$ cat config.mk
export PLATFORM = sky130hd
export DESIGN_NAME = jesd204_tx_pattern_gen
export DESIGN_NICKNAME = d
export VERILOG_FILES = /design/src/rtl/jesd204_tx_pkg.sv /design/src/rtl/jesd204_prbs15_lane.sv /design/src/rtl/jesd204_tx_pattern_gen.sv
export SDC_FILE = /design/constraint.sdc
export NUM_CORES = 1
export LEC_CHECK = 0
export CAP_MARGIN = 20
export CORE_MARGIN = 2
export CORE_UTILIZATION = 50
export DETAILED_ROUTE_END_ITERATION = 16
export GPL_ROUTABILITY_DRIVEN = 0
export PLACE_DENSITY = 0.77
export SLEW_MARGIN = 20
export SYNTH_ARGS = -nofsm -noshare
export SYNTH_HDL_FRONTEND = slang
export SYNTH_SLANG_ARGS = --single-unit
$ cat constraint.sdc
create_clock -name CLK -period 2.23 [get_ports CLK]
set_input_delay 0.223 -clock CLK [delete_from_list [all_inputs] [get_ports CLK]]
set_output_delay 0.223 -clock CLK [all_outputs]
set_load 0.005 [all_outputs]
$ cat src/rtl/jesd204_tx_pkg.sv
// rtl/jesd204_tx_pkg.sv - shared pattern modes, PRBS15 constants and step helper
package jesd204_tx_pkg;

  typedef enum logic [1:0] {
    RAMP    = 2'd0,
    PRBS15  = 2'd1,
    CONST   = 2'd2,
    CHECKER = 2'd3
  } pattern_mode_e;

  // x^15 + x^14 + 1: b[n] = b[n-14] ^ b[n-15]
  localparam int         PRBS15_LEN       = 15;
  localparam int         PRBS15_TAP       = 14;
  localparam logic [14:0] PRBS15_SEED_BASE = 15'h7FFF;
  localparam logic [7:0]  CHECKER_SEED     = 8'h55;

  // Per-lane seed; XOR with a small lane index keeps it non-zero.
  function automatic logic [14:0] prbs15_lane_seed(input int lane);
    return PRBS15_SEED_BASE ^ 15'(lane);
  endfunction

  // State holds the last 15 bits, state[14] oldest. Returns {next_state, data},
  // data[31] is the first generated bit.
  function automatic logic [46:0] prbs15_step32(input logic [14:0] state);
    logic [14:0] s;
    logic [31:0] d;
    s = state;
    d = '0;
    for (int k = 0; k < 32; k++) begin
      d[31-k] = s[PRBS15_LEN-1] ^ s[PRBS15_TAP-1];
      s       = {s[13:0], d[31-k]};
    end
    return {s, d};
  endfunction

endpackage

$ cat src/rtl/jesd204_prbs15_lane.sv
// rtl/jesd204_prbs15_lane.sv - one lane of PRBS15, 8*OCTETS bits per beat
// Ports:
//   CLK, RESETn : link clock, async active-low reset (state returns to SEED)
//   load        : restart from SEED; data shows the seed beat this cycle
//   adv         : commit the beat on data and move to the following one
//   data        : next beat, octet o at [8o+7:8o], MSB of each octet earliest
module jesd204_prbs15_lane
  import jesd204_tx_pkg::*;
#(
  parameter int          OCTETS = 4,
  parameter logic [14:0] SEED   = PRBS15_SEED_BASE
) (
  input  logic                  CLK,
  input  logic                  RESETn,
  input  logic                  load,
  input  logic                  adv,
  output logic [8*OCTETS-1:0]   data
);

  localparam int W = 8 * OCTETS;

  logic [14:0] r_state;
  logic [14:0] w_s;
  logic [14:0] w_next_state;
  logic        w_bit;

  // Parallel unroll of the serial recurrence; octet 0 is earliest in time.
  always_comb begin
    w_s   = load ? SEED : r_state;
    w_bit = 1'b0;
    data  = '0;
    for (int k = 0; k < W; k++) begin
      w_bit = w_s[PRBS15_LEN-1] ^ w_s[PRBS15_TAP-1];
      data[8*(k/8) + 7 - (k%8)] = w_bit;
      w_s = {w_s[13:0], w_bit};
    end
    w_next_state = w_s;
  end

  always_ff @(posedge CLK or negedge RESETn) begin
    if (!RESETn) begin
      r_state <= SEED;
    end else if (load || adv) begin
      r_state <= w_next_state;
    end
  end

endmodule

$ cat src/rtl/jesd204_tx_pattern_gen.sv
// rtl/jesd204_tx_pattern_gen.sv - selectable test-pattern source for the JESD204 TX DI bus
// Ports:
//   CLK, RESETn : link clock, async active-low reset
//   EN, RDY     : a beat advances when both are high and no reload is pending
//   MODE        : requested pattern (RAMP/PRBS15/CONST/CHECKER)
//   CONST_VAL   : octet o of every lane in CONST mode, sampled on advance/reload
//   DI          : registered beat, [lane][octet][bit]
//   BEAT_CNT    : beats advanced since the last (re)load
//   MODE_ACT    : pattern currently on DI
module jesd204_tx_pattern_gen
  import jesd204_tx_pkg::*;
#(
  parameter int LANES  = 4,
  parameter int OCTETS = 4
) (
  input  logic                                CLK,
  input  logic                                RESETn,
  input  logic                                EN,
  input  logic [1:0]                          MODE,
  input  logic [31:0]                         CONST_VAL,
  input  logic                                RDY,
  output logic [LANES-1:0][OCTETS-1:0][7:0]   DI,
  output logic [31:0]                         BEAT_CNT,
  output logic [1:0]                          MODE_ACT
);

  typedef logic [LANES-1:0][OCTETS-1:0][7:0] beat_t;

  localparam logic [7:0] RAMP_INC = 8'((LANES * OCTETS) % 256);

  function automatic beat_t ramp_seed();
    beat_t b;
    for (int l = 0; l < LANES; l++) begin
      for (int o = 0; o < OCTETS; o++) begin
        b[l][o] = 8'((l * OCTETS + o) % 256);
      end
    end
    return b;
  endfunction

  localparam beat_t RAMP_SEED = ramp_seed();

  beat_t         r_di;
  pattern_mode_e r_mode_act;
  logic [31:0]   r_beat_cnt;

  pattern_mode_e w_mode;
  logic          w_reload;
  logic          w_adv;
  logic          w_prbs_adv;
  beat_t         w_prbs;
  beat_t         w_const;
  beat_t         w_adv_beat;
  beat_t         w_seed_beat;

  assign w_mode     = pattern_mode_e'(MODE);
  assign w_reload   = (w_mode != r_mode_act);
  assign w_adv      = RDY & EN & ~w_reload;
  assign w_prbs_adv = w_adv & (r_mode_act == PRBS15);

  // Lanes are reloaded on every mode change so a return to PRBS restarts from seed.
  for (genvar l = 0; l < LANES; l++) begin : g_lane
    jesd204_prbs15_lane #(
      .OCTETS (OCTETS),
      .SEED   (prbs15_lane_seed(l))
    ) u_lane (
      .CLK    (CLK),
      .RESETn (RESETn),
      .load   (w_reload),
      .adv    (w_prbs_adv),
      .data   (w_prbs[l])
    );
  end

  always_comb begin
    w_const = '0;
    for (int l = 0; l < LANES; l++) begin
      for (int o = 0; o < OCTETS; o++) begin
        w_const[l][o] = CONST_VAL[8*(o%4) +: 8];
      end
    end
  end

  always_comb begin
    w_adv_beat  = r_di;
    w_seed_beat = RAMP_SEED;
    for (int l = 0; l < LANES; l++) begin
      for (int o = 0; o < OCTETS; o++) begin
        case (r_mode_act)
          RAMP:    w_adv_beat[l][o] = r_di[l][o] + RAMP_INC;
          CHECKER: w_adv_beat[l][o] = ~r_di[l][o];
          default: w_adv_beat[l][o] = r_di[l][o];
        endcase
        if (w_mode == CHECKER) begin
          w_seed_beat[l][o] = CHECKER_SEED;
        end
      end
    end
    case (r_mode_act)
      PRBS15:  w_adv_beat = w_prbs;
      CONST:   w_adv_beat = w_const;
      default: ;
    endcase
    // During a reload the lanes see load=1, so w_prbs is their seed beat.
    case (w_mode)
      PRBS15:  w_seed_beat = w_prbs;
      CONST:   w_seed_beat = w_const;
      default: ;
    endcase
  end

  always_ff @(posedge CLK or negedge RESETn) begin
    if (!RESETn) begin
      r_mode_act <= RAMP;
      r_di       <= RAMP_SEED;
      r_beat_cnt <= '0;
    end else if (w_reload) begin
      r_mode_act <= w_mode;
      r_di       <= w_seed_beat;
      r_beat_cnt <= '0;
    end else if (w_adv) begin
      r_di       <= w_adv_beat;
      r_beat_cnt <= r_beat_cnt + 32'd1;
    end
  end

  assign DI       = r_di;
  assign BEAT_CNT = r_beat_cnt;
  assign MODE_ACT = r_mode_act;

endmodule

==> summary.md, run 1 <==
* built — clock tree from TritonCTS
* 12 — critical path fanouts, max
* 2,113 — layout filler cell count
* 48,500 µm — Detailed Route WL
* 200 — number of primary I/O pins
* MODE_ACT[1] — launching point of the worst reg2reg path
* 0.510 — Initial Util
* 0.116 ns — Worst Setup Slack, final
* finished clean — outcome
* 13.0k — via count of the first global-routing pass
* 0.412 — sequential share of the synthesized area
* compound AO/OA/AOI/OAI gates — cell family contributing the most delay on the critical path
* 2.67 ns — required time at the endpoint of the critical path
* 170 µm — floorplan die width
* 0 — number of maximum-capacitance constraint violations
* 0.0106 ns — Setup Skew
* 7450 µm² — Multi-input gate area
* 13,700 µm² — cell area after synthesis
* 2.55 ns — arrival time at the worst endpoint
* 0 — Synth Warn #
* 23.0 µm — DR WL/cell
* 0.12 ns — Register-to-Register Setup Slack
* 35,900 µm — dpl hpwl
* 0.724 ns — worst slew pin tran
* DI[57] — worst reg2reg endpoint
* 28,800 µm² — area of the die
* 69 — maximum number of pins on one net before global-route repair
* 1,806 — Nets
* 26.6% — Area Growth Syn to Fin
* 222 — flip-flop and latch count after synthesis
* 7 — path depth of the worst reg2reg path
* 0.000728 — multiplexer area fraction after synthesis
* 0.53 ns — clock latency on the worst-skew pair
* 0 — Final Hold Viols
* ha_4 > clkinv_2 > o21ai_4 > nand2_1 > buf_12 > o21ai_1 > o21ai_0 — crit path cell chain
* 1.00 — async set-reset flop share out of synthesis
* input port to async pin — type of the worst min-delay path
* 6.88 nW — leakage power
* 5 — first-pass iteration count of the detailed router
* 0.0209 — synthesized-area fraction occupied by adder cells
* 6.49 — vias per inst
* 25 — TritonCTS buffer count
* 74,600 µm — first-pass GRT wire length
* 222 — Num Clock Sinks
* 0.06 ns — clock-pin slew of the registers on the worst-case setup and hold paths
* 27,000 µm² — area of the placeable core
* 1 — H-tree depth reported by CTS
* 8.70 µm² — mean post-synth cell area
* 0.139 — synthesized-area fraction occupied by and/or/nand/nor cells
* register — category of the worst setup path capture point
* 0.473 GHz — f_max
* 0 — residual DRC count
* 0 — final setup violation count
* 2,056 — placed instance count
* 62 — unique cell type count in the Yosys netlist
* 0.332 — overall routing resource usage
* 0 — max-slew violation count
* 2.11 ns — Final min period
* 1 — initial antenna violation count
* 1,580 — post-synthesis cell count
* 0 — number of enable flip-flop cells after synthesis
* 0.254 — compound-gate portion of the synthesized area
* 170 µm — die extent in y
* 60 — FP Rows
* 0 — final global-route overflow total
* 0.44 ns — Largest stage delay, worst path
* 0.514 — worst-case headroom to the max-slew limit
* 2,017 — detailed router's first-iteration violation count
* 2 — number of buffers and inverters on the critical path
* register — type of element launching the critical path
* 0.948 — final critical-path share of the clock period
* 0.646 — utilization after layout
* 1,641 — Syn Nets
* 13.8 mW — Pwr Total
* false — setup repair after global routing missed its margin
* 0.150 — share of layout cells above drive strength 1
* clkbuf_16 — clock root buffer
* register to register — Worst Setup Path Type
* 0.515 mV — worst voltage drop across the vdd grid
* 2,105 — number of standard cells in the final layout excluding fillers
* dfrtp_1 — master of the slowest instance on the critical path
* 0.122 — post-synthesis share of cell area spent on xor and xnor gates
* 3 — clk buf depth
* -0.208 ns — dpl ws
* 13.7k — via count of the routed design
* dfrtp_1 — most common flop cell mapped by yosys
* 793 nW/µm² — power density over the cells
* 199 — number of port buffers
* 5670 µm² — Storage cell area
* 0 — residual antenna-violating net count after detailed routing
* compound AO/OA/AOI/OAI gates — combinational family with the most area after synthesis
[worst max path at each step]
stage / from / end / cells past startpoint
4_1_cts: MODE_ACT[1] / DI[88] / 6
3_5_place_dp: MODE[1] / DI[88] / 8
5_1_grt: MODE_ACT[0] / DI[43] / 7
6_report: MODE_ACT[1] / DI[57] / 7
2_1_floorplan: MODE_ACT[0] / DI[90] / 8
3_3_place_gp: MODE[0] / DI[88] / 8
[final cells by class]
type                       instances  area share
multi-input combinational       1183       0.428
sequential                       222       0.326
timing repair buffer             301       0.172
clock buffer                      39      0.0425
tap                              341      0.0245
clock inverter                     6     0.00474
inverter                          12     0.00266
antenna                            1    0.000144
[per-layer routing]
layer / share of wire / global-route usage / vias up / wire (µm)
li1: - / - / 5991 / -
met1: 0.40 / 0.465 / 6600 / 19200
met2: 0.44 / 0.501 / 929 / 21100
met3: 0.12 / 0.0665 / 146 / 5740
met4: 0.050 / 0.146 / 0 / 2400
met5: 0 / 0 / - / 0
[worst register-to-register path, delay by kind of cell (launching register included)]
family,cells,cell delay [ns]
buffers and inverters,2,0.37
AND/OR/NAND/NOR,1,0.22
adder cells (fa/ha/maj),1,0.39
AO/OA/AOI/OAI,3,0.60
flip-flops,1,0.44
[synthesized netlist by cell type, types with 5 or more instances]
cell type  instances  area share
nand2_1          195       0.053
o21ai_0          139       0.051
dfrtp_1          134        0.24
a21oi_1          131       0.048
nor2_1           116       0.032
xnor2_1          114       0.073
clkbuf_1         104       0.028
dfstp_2           88        0.17
xor2_1            73       0.047
o31ai_1           49       0.027
nand3_1           42       0.015
buf_2             37       0.013
a221o_1           36       0.026
a31oi_1           34       0.015
a211oi_1          31       0.017
ha_1              23       0.021
buf_1             21      0.0057
nand4_1           19      0.0086
o22ai_1           19      0.0086
a21o_1            18      0.0098
nor3_1            14      0.0051
inv_1             11      0.0030
o211ai_1          11      0.0060
a221oi_1          10      0.0064
o221a_2           10      0.0082
a22oi_1            8      0.0044
and3_1             6      0.0027
nand3b_1           6      0.0033
nor4_1             6      0.0027
o21a_1             5      0.0027
[cells in the final DEF (no fill, tap or decap), types with 11 or more instances in the layout]
| cell | n |
|---|---|
| clkbuf_16 | 26 |
| a21o_1 | 18 |
| o21ai_0 | 139 |
| buf_12 | 18 |
| a221o_1 | 36 |
| nand3_1 | 42 |
| o31ai_1 | 49 |
| ha_1 | 21 |
| nor2_1 | 115 |
| dfstp_2 | 88 |
| dfrtp_1 | 134 |
| a21oi_1 | 130 |
| clkdlybuf4s50_1 | 198 |
| buf_4 | 82 |
| inv_1 | 11 |
| nand2_1 | 194 |
| nor3_1 | 14 |
| a31oi_1 | 34 |
| o211ai_1 | 11 |
| nand4_1 | 19 |
| xor2_1 | 73 |
| xnor2_1 | 113 |
| a211oi_1 | 29 |
| o22ai_1 | 19 |
[power by group]
part	leakage, nW	switching (mW)	total, mW	internal, mW
sequential	2.71	0.828	5.55	4.73
clock	0.400	1.71	4.21	2.50
combinational	3.77	2.23	4.04	1.81
total	6.88	4.76	13.8	9.04
[logic make-up (layout without fill, tap and decap cells)]
| family | after synthesis | count (layout) |
|---|---|---|
| and+or+nand+nor | 430 | 430 |
| adders and majority gates | 23 | 23 |
| AOI/OAI and AO/OA | 540 | 540 |
| other | 0 | 1 |
| xor gates and xnor gates | 189 | 189 |
| DFF | 222 | 222 |
| buffers and inverters | 175 | 358 |
| muxes | 1 | 1 |
[per-stage QoR]
step           setup TNS, ns  hold slack, ns  cell area [µm²]
2_1_floorplan              0         -0.0726            13700
3_3_place_gp           -1.44           0.199            16500
3_5_place_dp           -3.49           0.200            16500
4_1_cts                    0           0.226            17400
5_1_grt                    0           0.252            17400
6_report                   0           0.217            17400
[state kept, by name, indices dropped and copies added, names as in the netlist]
signal / count
DI: 128
g_lane.u_lane.r_state: 60
BEAT_CNT: 32
MODE_ACT: 2
[repair_timing]
action | 4_1_cts | 5_1_grt
setup endpoints to repair | 10 | 54
endpoints found under the hold margin | 43 | 0
buffers inserted | 0 | 2
hold buffers | 1 | 0
gates resized for setup | 3 | 5
pin swaps | 0 | 0
No activity file was read; power rests on OpenSTA's default activity.
==> run 2: changes to the inputs <==
- MAX_ROUTING_LAYER: default -> met4
==> run 2 against run 1 <==
  * Cell count fell by 0.14%
  * Power barely moved
  * Critical path depth rose by 1
  * Flip-flop and latch count did not move
  * Clock-buffer cell count did not move
  * Register-to-register slack barely moved
  * Via count rose by 0.12%
  * Cell area barely moved
  * Core utilization fell by 0.056 points
==> summary.md, run 2 (synthesis results as in run 1) <==
* finished clean — outcome
* dfrtp_1 — master of the slowest instance on the critical path
* register — type of element launching the critical path
* 23.1 µm — DR WL/cell
* 2.52 ns — arrival time at the worst endpoint
* 0 — Post-CTS Setup Bufs
* 5670 µm² — Storage cell area
* 0 — antenna fix cells
* 0.06 ns — clock-pin slew of the registers on the worst-case setup and hold paths
* 199 — number of port buffers
* register — category of the worst setup path capture point
* 0 — max-slew violation count
* clkdlybuf4s50_1 (198), nand2_1 (193), o21ai_0 (139), dfrtp_1 (134), a21oi_1 (130) — highest-count cells in the layout ignoring fill and taps
* 12.9k — via count of the first global-routing pass
* 0 — final global-route overflow total
* 2,102 — number of standard cells in the final layout excluding fillers
* 222 — Num Clock Sinks
* 3 — clk buf depth
* 69 — maximum number of pins on one net before global-route repair
* 1,883 — detailed router's first-iteration violation count
* 0.149 — share of layout cells above drive strength 1
* 0.477 — worst-case headroom to the max-slew limit
* 8 — path depth of the worst reg2reg path
* 0.522 mV — worst voltage drop across the vdd grid
* 1,804 — Nets
* 1 — initial antenna violation count
* 2,056 — placed instance count
* false — setup repair after global routing missed its margin
* clkdlybuf4s50_1 — most common cell after layout, fill and taps aside
* 74,600 µm — first-pass GRT wire length
* 13.7k — via count of the routed design
* 25 — TritonCTS buffer count
* 0.954 — final critical-path share of the clock period
* 170 µm — floorplan die width
* 0 — final setup violation count
* 28,800 µm² — area of the die
* register to register — Worst Setup Path Type
* inv_1 > ha_4 > buf_4 > a21oi_2 > buf_4 > nand2_1 > a21oi_1 > a211oi_1 — crit path cell chain
* 1 — H-tree depth reported by CTS
* 0 — residual DRC count
* clkbuf_16 — clock root buffer
* 0 — Final Hold Viols
* 170 µm — die extent in y
* 14 — critical path fanouts, max
* 794 nW/µm² — power density over the cells
* 0.0161 ns — Setup Skew
* 0.510 — Initial Util
* 0.470 GHz — f_max
* 0 — residual antenna-violating net count after detailed routing
* input port to async pin — type of the worst min-delay path
* 0 ns — Setup TNS Final
* 60 — FP Rows
* 0.778 ns — worst slew pin tran
* 0.342 — overall routing resource usage
* 6 — first-pass iteration count of the detailed router
* 27,000 µm² — area of the placeable core
* 200 — number of primary I/O pins
* 6.51 — vias per inst
* 2.62 ns — required time at the endpoint of the critical path
* 7450 µm² — Multi-input gate area
* buf_4 — Top cell by count, worst path
* 3 — number of buffers and inverters on the critical path
* compound AO/OA/AOI/OAI gates — cell family contributing the most delay on the critical path
* 2.13 ns — Final min period
* 35,900 µm — dpl hpwl
* 0.53 ns — clock latency on the worst-skew pair
* 8 — number of cells on the critical path
* 2,112 — layout filler cell count
* built — clock tree from TritonCTS
* 6.87 nW — leakage power
* 0.38 ns — Largest stage delay, worst path
* 128 — Largest register FFs
* 48,500 µm — Detailed Route WL
* 0 — number of maximum-capacitance constraint violations
* 26.5% — Area Growth Syn to Fin
-- run 2: changes by cell type in the layout (fill, tap and decap cells not counted) --
cell     before  now
diode_2       1    0
nand2_2       0    1
buf_4        82   80
nand2_1     194  193
-- run 2: cell type report --
class / instances / share of cell area
Multi-Input combinational cell: 1183 / 0.428
Sequential cell: 222 / 0.326
Timing Repair Buffer: 299 / 0.171
Clock buffer: 39 / 0.0425
Tap cell: 341 / 0.0245
Clock inverter: 6 / 0.00475
Inverter: 12 / 0.00266
-- run 2: routing by layer --
layer	up-vias	share of wire	track usage
li1	5985	-	-
met4	0	0.049	0.143
met1	6530	0.39	0.467
met3	151	0.13	0.0623
met2	1017	0.44	0.503
met5	-	0	-
-- run 2: worst register-to-register path: stages, from the launching register on --
cell and delay (ns):
dfrtp_1 0.38, inv_1 0.11, ha_4 0.28, buf_4 0.21, a21oi_2 0.22, buf_4 0.21
nand2_1 0.15, a21oi_1 0.29, a211oi_1 0.13
-- run 2: path summary, 6_finish.rpt --
check	slack, ns	startpoint	end
setup / recovery	0.10	MODE_ACT[0]	DI[66]
hold / removal	0.22	RESETn	DI[46]
min in group CLK	0.40	CONST_VAL[0]	DI[96]
max in group asynchronous	1.25	RESETn	g_lane[2].u_lane.r_state[12]
hold reg to reg	0.51	DI[120]	DI[120]
setup reg to reg	0.10	MODE_ACT[0]	DI[66]
-- run 2: per-stage QoR --
stage | hold slack, ns | util | setup slack (ns) | power, mW | instance area (µm²)
after floorplan | -0.0726 | - | 0.0929 | 7.33 | 13700
after global placement | 0.199 | 0.613 | -0.182 | 9.39 | 16500
after detailed placement | 0.200 | 0.613 | -0.208 | 9.46 | 16500
after CTS | 0.226 | 0.644 | 0.00150 | 13.7 | 17400
after global routing | 0.252 | 0.645 | 0.0132 | 14.3 | 17400
final | 0.222 | 0.645 | 0.102 | 13.8 | 17400
-- run 2: what timing repair did --
| item | 4_1_cts | 5_1_grt |
|---|---|---|
| pin swaps | 0 | 0 |
| endpoints found under the hold margin | 43 | 0 |
| gates resized for setup | 3 | 6 |
| hold buffers | 1 | 0 |
| setup endpoints to repair | 10 | 55 |
-- run 2: report_power, final --
group | switching, mW | internal (mW)
sequential | 0.829 | 4.73
clock | 1.71 | 2.50
combinational | 2.23 | 1.81
total | 4.77 | 9.03
==> run 3: changes to the inputs <==
- ABC_AREA: default -> 1
- CORE_UTILIZATION: 50 -> 51
- PLACE_DENSITY: 0.77 -> 0.78
- clock period: 2.23 -> 1.95 ns (I/O delays scaled with it)
==> run 3 against run 2 <==
  * Area after synthesis grew 9.3%
  * Synthesized cell count is 41% higher
  * The run now fails in 5_1_grt
==> summary.md, run 3 <==
* aborted with a tool error — outcome
* 5_1_grt — halt point of the flow
* [ERROR GRT-0232] Routing congestion too high. Check the congestion heatmap in the GUI. — first reported error
* 0.521 — Initial Util
* 14 — final global-route overflow total
* dfrtp_1 (22%), nand2_1 (18%), dfstp_2 (15%), o21ai_0 (7.7%), nand3_1 (6.4%) — biggest area contributors in the synthesized netlist
* 2,223 — post-synthesis cell count
* 176 µm — die extent in y
* 44,500 µm — dpl hpwl
* 0 — Synth Warn #
* 27 — TritonCTS buffer count
* dfrtp_1 — area leader, netlist
* 15,000 µm² — cell area after synthesis
* 2,284 — Syn Nets
* 222 — flip-flop and latch count after synthesis
* nand2_1 — most frequent cell after synthesis
* 57 — maximum number of pins on one net before global-route repair
* nand2_1 (709), o21ai_0 (230), nand3_1 (192), inv_1 (170), nor2_1 (161) — synth cell count leaders
* 200 — number of primary I/O pins
* 62 — FP Rows
* 0.377 — sequential share of the synthesized area
* clkbuf_16 — clock root buffer
* 0.774 — overall routing resource usage
* DI[25]$_DFFE_PN1P_/D — Worst Endpoint after GRT Repair
* register data pin — WEP type
* dfrtp_1 — most common flop cell mapped by yosys
* 199 — number of port buffers
* 49 — unique cell type count in the Yosys netlist
* 176 µm — floorplan die width
* 0 — number of enable flip-flop cells after synthesis
* 3 — clk buf depth
* 6.76 µm² — mean post-synth cell area
* 222 — Num Clock Sinks
* 1 — H-tree depth reported by CTS
* 1.00 — async set-reset flop share out of synthesis
* 6 — initial antenna violation count
* 0.223 — Yosys top cell area share
[run 3: changes by cell type after synthesis, sizes merged, moves of 47 or more]
cell and delta:
nand2 +526, inv +168, nand3 +152, o21ai +137
xnor2 -90, xor2 -56, nor2 +52, o31ai -47
[run 3: cell families after synthesis]
family                     synth area share
buffers and inverters                0.0797
and+or+nand+nor                       0.315
adders and majority gates            0.0192
DFF                                   0.377
AOI/OAI and AO/OA                     0.183
xor gates and xnor gates             0.0263
[run 3: through the flow]
step           setup TNS (ns)  hold WS (ns)  cell area, µm²  std cells  worst slack, ns
3_3_place_gp           -69.21         0.155           19500       2976           -0.700
4_1_cts                 -9.52         0.179           21100       3037           -0.201
3_5_place_dp           -78.05         0.160           19500       2976           -0.709
2_1_floorplan               0        -0.101           15000       2223           0.0138
[run 3: layer usage]
metal / GRT usage / overflow
met5: - / -
met4: 0.725 / 6
met3: 0.668 / 3
met2: 0.892 / 5
met1: 0.761 / 0
[run 3: repair_timing]
action,4_1_cts
buffers inserted,10
pin swaps,13
endpoints found under the setup margin,141
resized for setup,173
endpoints found under the hold margin,125
hold buffers,1
cloned,1
==> run 4: changes to the inputs <==
- CORE_UTILIZATION: 51 -> 40
- MAX_ROUTING_LAYER: met4 -> default
- PLACE_DENSITY: 0.78 -> default
- PLACE_DENSITY_LB_ADDON: default -> 0.15
- clock period: 1.95 -> 2.5 ns (I/O delays scaled with it)
==> run 4 against run 3 <==
  * The flow now finishes without violations
  * Area after synthesis unchanged
  * Synthesized cell count unchanged
==> summary.md, run 4 <==
* built — clock tree from TritonCTS
* 1 — H-tree depth reported by CTS
* 2.33 ns — Final min period
* 2.86 ns — arrival time at the worst endpoint
* DI[121] — worst reg2reg endpoint
* 0.749 ns — worst slew pin tran
* 2,284 — Syn Nets
* 39,100 µm² — area of the die
* 3,565 — layout filler cell count
* 0.408 — Initial Util
* 15 — critical path fanouts, max
* 36,800 µm² — area of the placeable core
* nand2_1 (709), o21ai_0 (230), nand3_1 (192), inv_1 (170), nor2_1 (161) — synth cell count leaders
* 0 — number of maximum-capacitance constraint violations
* 33.0% — Area Growth Syn to Fin
* 0.223 — Yosys top cell area share
* 128 — Largest register FFs
* 94,900 µm — first-pass GRT wire length
* 200 — number of primary I/O pins
* register — category of the worst setup path capture point
* 0.314 — overall routing resource usage
* 9.14 nW — leakage power
* 2,223 — post-synthesis cell count
* 222 — Num Clock Sinks
* 0 — max-slew violation count
* 11 — number of cells on the critical path
* 1,699 — detailed router's first-iteration violation count
* register to register — Worst Setup Path Type
* 0 — final setup violation count
* 0.933 — final critical-path share of the clock period
* 746 nW/µm² — power density over the cells
* xnor2_4 > buf_4 > buf_12 > nand3_1 > nand2_1 > nand2_1 > nand3_1 > nand3_1 > a21oi_1 > o21ai_1 > nand2_1 — crit path cell chain
* 0.17 ns — Register-to-Register Setup Slack
* 16.3k — via count of the first global-routing pass
* 0.501 — worst-case headroom to the max-slew limit
* 222 — flip-flop and latch count after synthesis
* 199 — number of port buffers
* 6.76 µm² — mean post-synth cell area
* 198 µm — floorplan die width
* 5.57 — vias per inst
* 0.06 ns — clock-pin slew of the registers on the worst-case setup and hold paths
* 45,000 µm — dpl hpwl
* 6 — first-pass iteration count of the detailed router
* dfrtp_1 — area leader, netlist
* 100 — maximum number of pins on one net before global-route repair
* 3,043 — number of standard cells in the final layout excluding fillers
* 0 — number of enable flip-flop cells after synthesis
* 0.555 mV — worst voltage drop across the vdd grid
* 0.163 — share of layout cells above drive strength 1
* 2 — number of buffers and inverters on the critical path
* dfrtp_2 — master of the slowest instance on the critical path
* 3.02 ns — required time at the endpoint of the critical path
* 0 — final global-route overflow total
* 29 — TritonCTS buffer count
* 0 — Final Hold Viols
* nand2_1 — most frequent cell after synthesis
* MODE_ACT[1] — worst setup path startpoint
* 0.0174 ns — Setup Skew
* dfrtp_1 — most common flop cell mapped by yosys
* 0 ns — Setup TNS Final
* register — type of element launching the critical path
* DI[121] — end of the critical path
* 2,614 — Nets
* false — setup repair after global routing missed its margin
* 49 — unique cell type count in the Yosys netlist
* 61,400 µm — Detailed Route WL
* clkbuf_16 — clock root buffer
* 0.58 ns — clock latency on the worst-skew pair
* 3 — clk buf depth
* 0.429 GHz — f_max
* 1 — initial antenna violation count
* 2,989 — placed instance count
* 1.00 — async set-reset flop share out of synthesis
* finished clean — outcome
* 70 — FP Rows
* 0.47 ns — Largest stage delay, worst path
* nand2_1 — most common cell after layout, fill and taps aside
* nand2_1 (707), o21ai_0 (230), clkdlybuf4s50_1 (198), nand3_1 (192), buf_4 (192) — highest-count cells in the layout ignoring fill and taps
* 15,000 µm² — cell area after synthesis
* simple AND/OR/NAND/NOR gates — cell family contributing the most delay on the critical path
* 11 — path depth of the worst reg2reg path
* 0.377 — sequential share of the synthesized area
* 16.9k — via count of the routed design
* 198 µm — die extent in y
* 0 — Synth Warn #
* MODE_ACT[1] — launching point of the worst reg2reg path
* dfrtp_1 (22%), nand2_1 (18%), dfstp_2 (15%), o21ai_0 (7.7%), nand3_1 (6.4%) — biggest area contributors in the synthesized netlist
* 0 — residual DRC count
* 0 — antenna fix cells
* 0 — residual antenna-violating net count after detailed routing
* 20.2 µm — DR WL/cell
* input port to async pin — type of the worst min-delay path
[run 4: cell counts after synthesis]
Identical to the previous run, type by type.
[run 4: cells by family after synthesis]
kind of cell / share of synthesized area
xor+xnor: 0.0263
simple gates: 0.315
flops: 0.377
compound gates: 0.183
buf+inv: 0.0797
fa+ha+maj: 0.0192
[run 4: cell type report]
class / instances / area, µm² / share of cell area
sequential: 222 / 5670 / 0.284
timing repair buffer: 412 / 3850 / 0.193
inverter: 180 / 683 / 0.0342
clock buffer: 40 / 827 / 0.0414
tap: 468 / 586 / 0.0293
multi-input combinational: 1708 / 8180 / 0.410
clock inverter: 13 / 184 / 0.00921
[run 4: worst register-to-register path, cell delays in order (launching register included)]
cell     delay [ns]
dfrtp_2        0.47
xnor2_4        0.28
buf_4          0.24
buf_12         0.15
nand3_1        0.09
nand2_1        0.07
nand2_1        0.18
nand3_1        0.16
nand3_1        0.17
a21oi_1        0.28
o21ai_1        0.12
nand2_1        0.07
[run 4: metrics by stage]
step / setup WS (ns) / utilization / hold slack, ns / total power [mW] / instance area (µm²)
2_1_floorplan: 0.376 / - / -0.0456 / 7.55 / 15000
3_3_place_gp: -0.150 / 0.515 / 0.285 / 10.3 / 18900
3_5_place_dp: -0.183 / 0.515 / 0.295 / 10.3 / 18900
4_1_cts: 0.121 / 0.543 / 0.275 / 14.9 / 20000
5_1_grt: 0.0100 / 0.543 / 0.308 / 15.6 / 20000
6_report: 0.167 / 0.543 / 0.249 / 14.9 / 20000
[run 4: how the worst min path moves through the flow]
stage,startpoint,to,cells after the start
after floorplan,RESETn,BEAT_CNT[0],0
after global placement,RESETn,g_lane[3].u_lane.r_state[0],1
after detailed placement,RESETn,DI[118],1
after CTS,RESETn,g_lane[3].u_lane.r_state[0],2
after global routing,RESETn,DI[86],2
final,RESETn,DI[118],2
[run 4: per-layer routing]
layer / part of all wire / GRT usage / routed length [µm]
met3: 0.088 / 0.0479 / 5400
met5: 0.00023 / 0 / 14
met2: 0.45 / 0.510 / 27900
met4: 0.037 / 0.106 / 2260
met1: 0.42 / 0.429 / 25900
[run 4: power breakdown]
group / internal (mW) / switching (mW)
Sequential: 4.54 / 0.787
Clock: 2.72 / 1.78
Combinational: 2.15 / 2.93
Total: 9.41 / 5.50
[run 4: timing repair]
action	4_1_cts	5_1_grt
hold endpoints to repair	26	0
buffers inserted	0	0
endpoints found under the setup margin	0	6
gates resized for setup	0	4
hold buffers	1	0
